--- config.mk ---
export PLATFORM = sky130hd
export DESIGN_NAME = crc_frame_sequencer
export DESIGN_NICKNAME = d
export VERILOG_FILES = /design/src/rtl/crc_frame_sequencer.sv
export SDC_FILE = /design/constraint.sdc
export NUM_CORES = 1
export LEC_CHECK = 0
export BUFFER_PORTS_ARGS = -buffer_cell sky130_fd_sc_hd__buf_2
export CAP_MARGIN = 15
export CORE_MARGIN = 1
export CORE_UTILIZATION = 40
export DETAILED_ROUTE_END_ITERATION = 16
export PLACE_DENSITY = 0.61
export REMOVE_ABC_BUFFERS = 1
export SLEW_MARGIN = 0
export SYNTH_ARGS = -nofsm -noshare
export SYNTH_HDL_FRONTEND = slang
export SYNTH_SLANG_ARGS = --single-unit
--- constraint.sdc ---
create_clock -name clk -period 3.85 [get_ports clk]
set_clock_uncertainty 0.1 [all_clocks]
set_input_delay 0.1925 -clock clk [delete_from_list [all_inputs] [get_ports clk]]
set_output_delay 0.1925 -clock clk [all_outputs]
set_load 0.01 [all_outputs]
--- src/rtl/crc_frame_sequencer.sv ---
// Byte-stream sequencer for an external bit-serial CRC-CCITT LFSR engine.
// Issues the engine init, serialises bytes MSB-first and hands back the result.
module crc_frame_sequencer #(
  parameter int LEN_W = 16
) (
  input  logic             clk,
  input  logic             reset,
  input  logic             s_valid,
  output logic             s_ready,
  input  logic [7:0]       s_data,
  input  logic             s_last,
  input  logic             abort,
  output logic             crc_enable,
  output logic             crc_init,
  output logic             crc_data,
  input  logic [15:0]      crc_value,
  output logic             res_valid,
  input  logic             res_ready,
  output logic [15:0]      res_crc,
  output logic             res_zero,
  output logic [LEN_W-1:0] res_len
);

  typedef enum logic [2:0] {
    IDLE,
    INIT,
    LOAD,
    SHIFT,
    RESULT
  } state_t;

  state_t           state_q, state_d;
  logic [7:0]       sh_q, sh_d;
  logic [2:0]       bit_q, bit_d;
  logic             last_q, last_d;
  logic [LEN_W-1:0] len_q, len_d;
  logic [15:0]      res_crc_q, res_crc_d;
  logic             res_zero_q, res_zero_d;
  logic [LEN_W-1:0] res_len_q, res_len_d;

  always_ff @(posedge clk) begin
    if (reset) begin
      state_q    <= IDLE;
      sh_q       <= '0;
      bit_q      <= '0;
      last_q     <= 1'b0;
      len_q      <= '0;
      res_crc_q  <= '0;
      res_zero_q <= 1'b0;
      res_len_q  <= '0;
    end else begin
      state_q    <= state_d;
      sh_q       <= sh_d;
      bit_q      <= bit_d;
      last_q     <= last_d;
      len_q      <= len_d;
      res_crc_q  <= res_crc_d;
      res_zero_q <= res_zero_d;
      res_len_q  <= res_len_d;
    end
  end

  always_comb begin
    state_d = state_q;
    unique case (state_q)
      IDLE:   if (s_valid) state_d = INIT;
      INIT:   state_d = abort ? IDLE : LOAD;
      LOAD: begin
        if (abort)        state_d = IDLE;
        else if (s_valid) state_d = SHIFT;
      end
      SHIFT: begin
        if (abort)             state_d = IDLE;
        else if (bit_q == 3'd0) state_d = last_q ? RESULT : LOAD;
      end
      RESULT: if (res_ready) state_d = IDLE;
      default: state_d = IDLE;
    endcase
  end

  always_comb begin
    sh_d       = sh_q;
    bit_d      = bit_q;
    last_d     = last_q;
    len_d      = len_q;
    res_crc_d  = res_crc_q;
    res_zero_d = res_zero_q;
    res_len_d  = res_len_q;
    unique case (state_q)
      INIT: len_d = '0;
      LOAD: begin
        if (s_valid && !abort) begin
          sh_d   = s_data;
          last_d = s_last;
          bit_d  = 3'd7;
          len_d  = (&len_q) ? len_q : len_q + 1'b1;
        end
      end
      SHIFT: begin
        if (!abort) begin
          sh_d  = {sh_q[6:0], 1'b0};
          bit_d = bit_q - 3'd1;
          if (bit_q == 3'd0 && last_q) res_len_d = len_q;
        end
      end
      RESULT: begin
        // Engine is idle here, so crc_value is the final frame CRC.
        res_crc_d  = crc_value;
        res_zero_d = (crc_value == 16'h0000);
      end
      default: ;
    endcase
  end

  always_comb begin
    s_ready    = 1'b0;
    crc_enable = 1'b0;
    crc_init   = 1'b0;
    crc_data   = 1'b0;
    res_valid  = 1'b0;
    res_crc    = res_crc_q;
    res_zero   = res_zero_q;
    res_len    = res_len_q;
    unique case (state_q)
      INIT: begin
        crc_enable = !abort;
        crc_init   = !abort;
      end
      LOAD:  s_ready = !abort;
      SHIFT: begin
        crc_enable = !abort;
        crc_data   = sh_q[7];
      end
      RESULT: begin
        res_valid = 1'b1;
        res_crc   = crc_value;
        res_zero  = (crc_value == 16'h0000);
      end
      default: ;
    endcase
  end

endmodule

==> out/results.tsv, run 1 <==
stage	metric	value	unit
placement	Port Buffers	67	
placement	placed instance area	3450	um2
setup_path	slowest stage delay, CP	0.59	ns
global_routing	largest net degree at the start of global routing	45	
sta	Min Clock Period, post-route	2.45	ns
synth	Seq/Total Area, Yosys	41.7	%
synth	EDFF count, synth	0	
clocking	clock-pin slew on the worst setup and hold paths	0.08	ns
power	combinational share of power	4.6	%
routing	number of DRC markers in iteration 0	101	
status	status	finished, final reports clean	
synth	yosys warns	0	
run	total of max-cap violations	0	
routing	vias per std cell	5.34	
setup_path	critical path class	flop to primary output	
global_routing	vias in the first global route	2294	
synth	post-synthesis cell area	3070	um2
min_path	Min-Delay Path Depth	2	
finish	filler instances	699	
routing	Pre-Repair DR Iteration Count	4	
floorplanning	# IOs	68	
setup_path	critical path peak fanout	19	
synth	cell count after synthesis	325	
finish	Nets	419	
floorplanning	Die H	89.6	um
sta	Slew headroom	51.2	%
power	VDD IR max	0.217	mV
clocking	CTS H-tree lvls	3	
finish	ANT cells	0	
synth	synth unique cells	60	
power	clock share of power	46.9	%
routing	drc violations	0	
sta	endpoints failing setup	0	
power	sw frac	23.1	%
finish	Post-Layout Inst Area	3690	um2
finish	area added between synthesis and finish	20.3	%
global_routing	first-pass GRT wire length	10.9	mm
setup_path	crit path max-delay cell type	dfxtp_1	
clocking	CTS buffer count	9	
global_routing	Tot GR Track Use	18.0	%
sta	Least-Margin Pin Slew	0.730	ns
setup_path	worst-path cell chain	nor2_1 > nand2_1 > mux2_2 > buf_2	
sta	RSZ-0062 raised after global routing	no	
placement	final RePlAce weighted congestion	0.790	
clocking	CTS tree	built	
floorplanning	die area	8030	um2
setup_path	Worst EP required	3.56	ns
sta	final hold violations	0	
setup_path	R2R depth	5	
setup_path	Startpoint Class	flop	
power	part of the power in registers	48.5	%
sta	Setup TNS Final	0	ns
routing	vias after detailed routing	2615	
clocking	Post-CTS Resized	0	
sta	fmax	408	MHz
floorplanning	Initial Utilization	41.9	%
setup_path	worst path arrival time	2.16	ns
clocking	clock sink count	64	
floorplanning	FP Rows	31	
routing	Routed WL	6.83	mm
synth	syn avg cell area	9.44	um2
clocking	Skew-Pair Late Insertion Delay	0.34	ns
min_path	worst hold-check path type	primary input to flop	
synth	asr flop ratio synth	0	%
finish	share of cells above drive strength 1	29.7	%
sta	Slew Limit Fails	0	
floorplanning	Core Region	7330	um2
setup_path	Crit. End Element	primary output	
global_routing	gr ovfl total	0	
global_routing	initial antenna violation count	0	
sta	Tcrit/Tclk final	63.7	%
synth	dominant synthesized flop cell	dfxtp_1	
setup_path	critical path depth	4	
finish	commonest cells after routing, fill and taps aside	buf_2, dfxtp_1, nor2_1	
power	internal power	1.06	mW
clocking	Root Buffer	clkbuf_8	
finish	commonest non-fill, non-tap cell in the layout	buf_2	
power	Psw	319	uW
setup_path	Buf+Inv Stages, Crit Path	1	
floorplanning	die width	89.6	um
power	Leakage	1.52	nW
routing	Post-DRT Antenna Nets	0	
synth	FF+latch count, synth	64	
setup_path	Top Family by Delay on Critical Path	simple AND/OR/NAND/NOR gates	
clocking	Clock Path Buffers	2	
routing	mean routed wirelength per cell	13.9	um
placement	Final HPWL DP	4.72	mm
power	Tot Pwr	1.38	mW
power	PwrDens	374	nW/um2
[sequential cells by signal, indices dropped and copies added (netlist names)]
register and count:
bit_q 3, len_q 16, res_len 16, res_crc_q 16, state_q 3, sh_q 8
res_zero_q 1, last_q 1
[timing repair]
action | CTS | global route
hold buffers | 2 | 0
endpoints found under the hold margin | 2 | 0
setup buffers | 0 | 0
[through the flow]
stage               cells  hold WS [ns]  util [%]  setup WS, ns
floorplan             304         0.162         -         0.966
global placement      472         0.346      47.0          1.75
detailed placement    472         0.355      47.0          1.70
CTS                   490        0.0288      50.4          1.34
global route          490        0.0248      50.4          1.23
finish                490        0.0500      50.4          1.40
[final timing paths]
| check | startpoint | endpoint | slack [ns] |
|---|---|---|---|
| max | state_q[0] | res_crc[15] | 1.40 |
| min | abort | state_q[1] | 0.05 |
| max reg2reg | len_q[0] | len_q[13] | 1.64 |
| min reg2reg | bit_q[0] | bit_q[0] | 0.37 |
[Yosys cell counts (2+ instances only)]
cell type | instances | area [um2]
mux2i_1 | 24 | 240
o211ai_2 | 2 | 25.0
buf_2 | 9 | 45.0
mux2_2 | 16 | 180
or4b_1 | 2 | 20.0
nor2_1 | 36 | 135
and2_1 | 16 | 100
nand4b_1 | 3 | 26.3
nor3_1 | 5 | 25.0
o21ai_0 | 2 | 10.0
nand2b_1 | 2 | 12.5
nand3b_1 | 2 | 15.0
nor4_1 | 8 | 50.1
a41oi_1 | 2 | 17.5
and4_1 | 2 | 17.5
ha_1 | 3 | 37.5
clkbuf_1 | 10 | 37.5
a21oi_1 | 10 | 50.1
a31oi_1 | 3 | 18.8
a311oi_1 | 5 | 43.8
o21a_1 | 3 | 22.5
nand2_1 | 21 | 78.8
nand3_1 | 8 | 40.0
or3_1 | 2 | 12.5
dfxtp_1 | 64 | 1280
a211oi_1 | 10 | 75.1
or4_1 | 3 | 22.5
nor2b_1 | 2 | 12.5
and3_1 | 2 | 12.5
o211ai_1 | 5 | 37.5
inv_1 | 7 | 26.3
nand4_1 | 8 | 50.1
[power groups by stage]
stage / Clock [mW] / Sequential, mW / Combinational (mW)
after floorplan: 0 / 0.684 / 0.0267
after global placement: 0 / 0.685 / 0.0618
after detailed placement: 0 / 0.685 / 0.0625
after CTS: 0.668 / 0.669 / 0.0641
after global routing: 0.702 / 0.670 / 0.0702
final: 0.647 / 0.669 / 0.0636
[final cells by class]
type                            instances  area [um2]  share of cell area (%)
Sequential cell                        64        1280                    34.7
Clock buffer                            9         124                    3.35
Multi-Input combinational cell        231        1650                    44.7
Inverter                                9        38.8                    1.05
Clock inverter                          7         103                    2.78
Tap cell                               99         124                    3.35
Timing Repair Buffer                   71         370                    10.0
[logic make-up (layout without fill, tap and decap cells)]
| group | Yosys count | in the layout | synth area share (%) |
|---|---|---|---|
| XOR/XNOR | 1 | 1 | 0.285 |
| flip-flops | 64 | 64 | 41.7 |
| multiplexers | 40 | 40 | 13.7 |
| buffers and inverters | 30 | 96 | 4.57 |
| AO/OA/AOI/OAI | 53 | 53 | 13.0 |
| AND/OR/NAND/NOR | 134 | 134 | 25.5 |
| adder cells (fa/ha/maj) | 3 | 3 | 1.22 |
[per-layer routing]
layer	track usage (%)	wire (um)	up-vias
met4	6.49	89	0
met2	27.6	3050	78
li1	-	-	1318
met5	0	0	-
met3	5.94	399	8
met1	23.7	3290	1211
Note: power is estimated with default switching activity, not from simulation.
==> run 2, diff against run 1 <==
Clock period 3.85 ns to 2.5 ns, I/O delays scaled along.
==> run 2 against run 1 <==
Clock-buffer cell count rose by 2. Flip-flop and latch count did not move. Total power grew 70%. Critical path depth increased by 1. Clock power is 87% higher.
==> out/results.tsv, run 2 (synthesis gave the netlist of run 1 again) <==
stage	metric	value	unit	change
finish	commonest cells after routing, fill and taps aside	buf_2, dfxtp_1, nor2_1		
global_routing	vias in the first global route	2324		+1.3%
run	total of max-cap violations	0		unchanged
setup_path	R2R depth	5		unchanged
min_path	worst hold start	s_data[1]		
sta	final worst slack	0.320	ns	-1.08 ns
clocking	CTS tree	built		
floorplanning	FP Rows	31		unchanged
sta	fmax	459	MHz	
finish	final std cells w/o fill	499		+1.8%
finish	share of cells above drive strength 1	30.5	%	+0.83 points
finish	fin util	52.0	%	+1.6 points
placement	Final HPWL DP	4.81	mm	+1.8%
setup_path	critical path class	flop to flop		
setup_path	Buf+Inv Stages, Crit Path	0		-1
power	Psw	483	uW	+51%
sta	endpoints failing setup	0		unchanged
sta	final hold violations	0		unchanged
placement	placed instance area	3500	um2	+1.5%
power	clock share of power	51.4	%	+4.5 points
setup_path	Crit. End Element	flop		
routing	drc violations	0		unchanged
power	sw frac	20.6	%	-2.5 points
finish	Post-Layout Inst Area	3810	um2	+3.1%
sta	Slew Limit Fails	0		unchanged
setup_path	Critical R2R Launch	len_q[0]		
setup_path	Top Family by Delay on Critical Path	simple AND/OR/NAND/NOR gates		
setup_path	critical path peak fanout	8		-11
finish	commonest non-fill, non-tap cell in the layout	buf_2		
sta	Least-Margin Pin Slew	0.534	ns	-0.196 ns
power	VDD IR max	0.270	mV	+24%
global_routing	Tot GR Track Use	18.8	%	+0.74 points
power	combinational share of power	4.6	%	about the same
sta	Setup TNS Final	0	ns	unchanged
clocking	CTS H-tree lvls	3		unchanged
min_path	Worst Hold Path EP	sh_q[1]		
floorplanning	# IOs	68		unchanged
floorplanning	Initial Utilization	41.9	%	unchanged
setup_path	worst-path cell chain	ha_1 > nand3_2 > or4_1 > a41oi_1 > a311oi_1		
placement	Placed Cells	479		+1.5%
placement	Port Buffers	67		unchanged
routing	vias after detailed routing	2664		+1.9%
routing	mean routed wirelength per cell	14.1	um	+1.0%
global_routing	initial antenna violation count	0		unchanged
setup_path	worst r2r dst	len_q[5]		
sta	Tcrit/Tclk final	87.2	%	
status	status	finished, final reports clean		
global_routing	largest net degree at the start of global routing	21		-53%
clocking	Clock Path Buffers	2		unchanged
routing	vias per std cell	5.34		about the same
setup_path	R2R Setup Slk	0.32	ns	-1.32 ns
min_path	Min-Delay Path Depth	3		+1
clocking	clock-pin slew on the worst setup and hold paths	0.07	ns	about the same
power	Leakage	1.58	nW	+4.1%
setup_path	slowest stage delay, CP	0.70	ns	+0.11 ns
global_routing	gr ovfl total	0		unchanged
routing	Pre-Repair DR Iteration Count	5		+1
floorplanning	Die H	89.6	um	unchanged
sta	RSZ-0062 raised after global routing	no		
routing	number of DRC markers in iteration 0	114		+13%
clocking	CTS buffer count	9		unchanged
sta	Min Clock Period, post-route	2.18	ns	
floorplanning	Core Region	7330	um2	unchanged
placement	final RePlAce weighted congestion	0.853		+7.9%
power	Tot Pwr	2.34	mW	+70%
setup_path	Startpoint Class	flop		
finish	area added between synthesis and finish	24.1	%	
clocking	clock sink count	64		unchanged
placement	Post-Place Worst Slack	0.366	ns	-1.33 ns
sta	Fin Hold WS	0.0137	ns	-0.0363 ns
clocking	Root Buffer	clkbuf_8		
setup_path	crit path max-delay cell type	or4_1		
sta	Slew headroom	64.3	%	+13 points
finish	ANT cells	0		unchanged
floorplanning	die width	89.6	um	unchanged
routing	Routed WL	7.03	mm	+2.9%
power	PwrDens	615	nW/um2	+65%
min_path	worst hold-check path type	primary input to flop		
setup_path	worst path arrival time	2.30	ns	+0.14 ns
setup_path	Worst EP required	2.62	ns	-0.94 ns
clocking	# Post-CTS Setup Buffers	0		unchanged
power	internal power	1.86	mW	+75%
floorplanning	die area	8030	um2	unchanged
power	part of the power in registers	43.9	%	-4.6 points
finish	Nets	428		+2.1%
global_routing	first-pass GRT wire length	11.4	mm	+4.3%
clocking	Skew-Pair Late Insertion Delay	0.34	ns	about the same
routing	Post-DRT Antenna Nets	0		unchanged
clocking	Post-CTS Resized	0		unchanged
-- run 2: cell types whose count changed in the layout (fill, tap and decap cells not counted) --
cell and delta:
clkinv_4 -2, inv_6 -2, dlygate4sd3_1 +2, buf_4 +7, clkbuf_8 +1, bufinv_16 +2
clkbuf_1 +1
-- run 2: cell type report --
class | count | area (um2)
inverters | 9 | 38.8
clock buffers | 11 | 141
flip-flops and latches | 64 | 1280
repair buffers | 80 | 443
fillers | 686 | 3520
well taps | 99 | 124
multi-input cells | 231 | 1650
clock inverters | 5 | 128
-- run 2: what timing repair did --
| item | in CTS | in global routing |
|---|---|---|
| hold buffers | 4 | 0 |
| setup endpoints to repair | 0 | 0 |
| endpoints found under the hold margin | 4 | 0 |
-- run 2: power groups by stage --
stage / clock (mW) / combinational [mW] / sequential [mW]
after floorplan: 0 / 0.0411 / 1.05
after global placement: 0 / 0.102 / 1.05
after detailed placement: 0 / 0.103 / 1.05
after global routing: 1.28 / 0.120 / 1.03
final: 1.21 / 0.108 / 1.03
after CTS: 1.23 / 0.109 / 1.03
-- run 2: how the worst max path moves through the flow --
stage               start    endpoint  slack, ns  cells after the start
2_1_floorplan  state_q[0]  res_len[0]      -0.38                      4
3_3_place_gp     len_q[0]    len_q[5]       0.41                      5
3_5_place_dp     len_q[0]    len_q[5]       0.37                      5
4_1_cts          len_q[0]    len_q[5]       0.34                      5
5_1_grt          len_q[0]    len_q[5]       0.23                      5
6_report         len_q[0]    len_q[5]       0.32                      5
-- run 2: tightest hold or removal path, stage by stage --
cell	delay, ns
buf_2	0.09
a21oi_1	0.11
a211oi_1	0.08
-- run 2: metal layers --
metal	global-route usage [%]	vias to the layer above	wire length, um
li1	-	1334	-
met1	24.7	1238	3410
met2	29.8	83	3120
met3	4.66	9	410
met4	6.93	0	81
met5	0	-	0
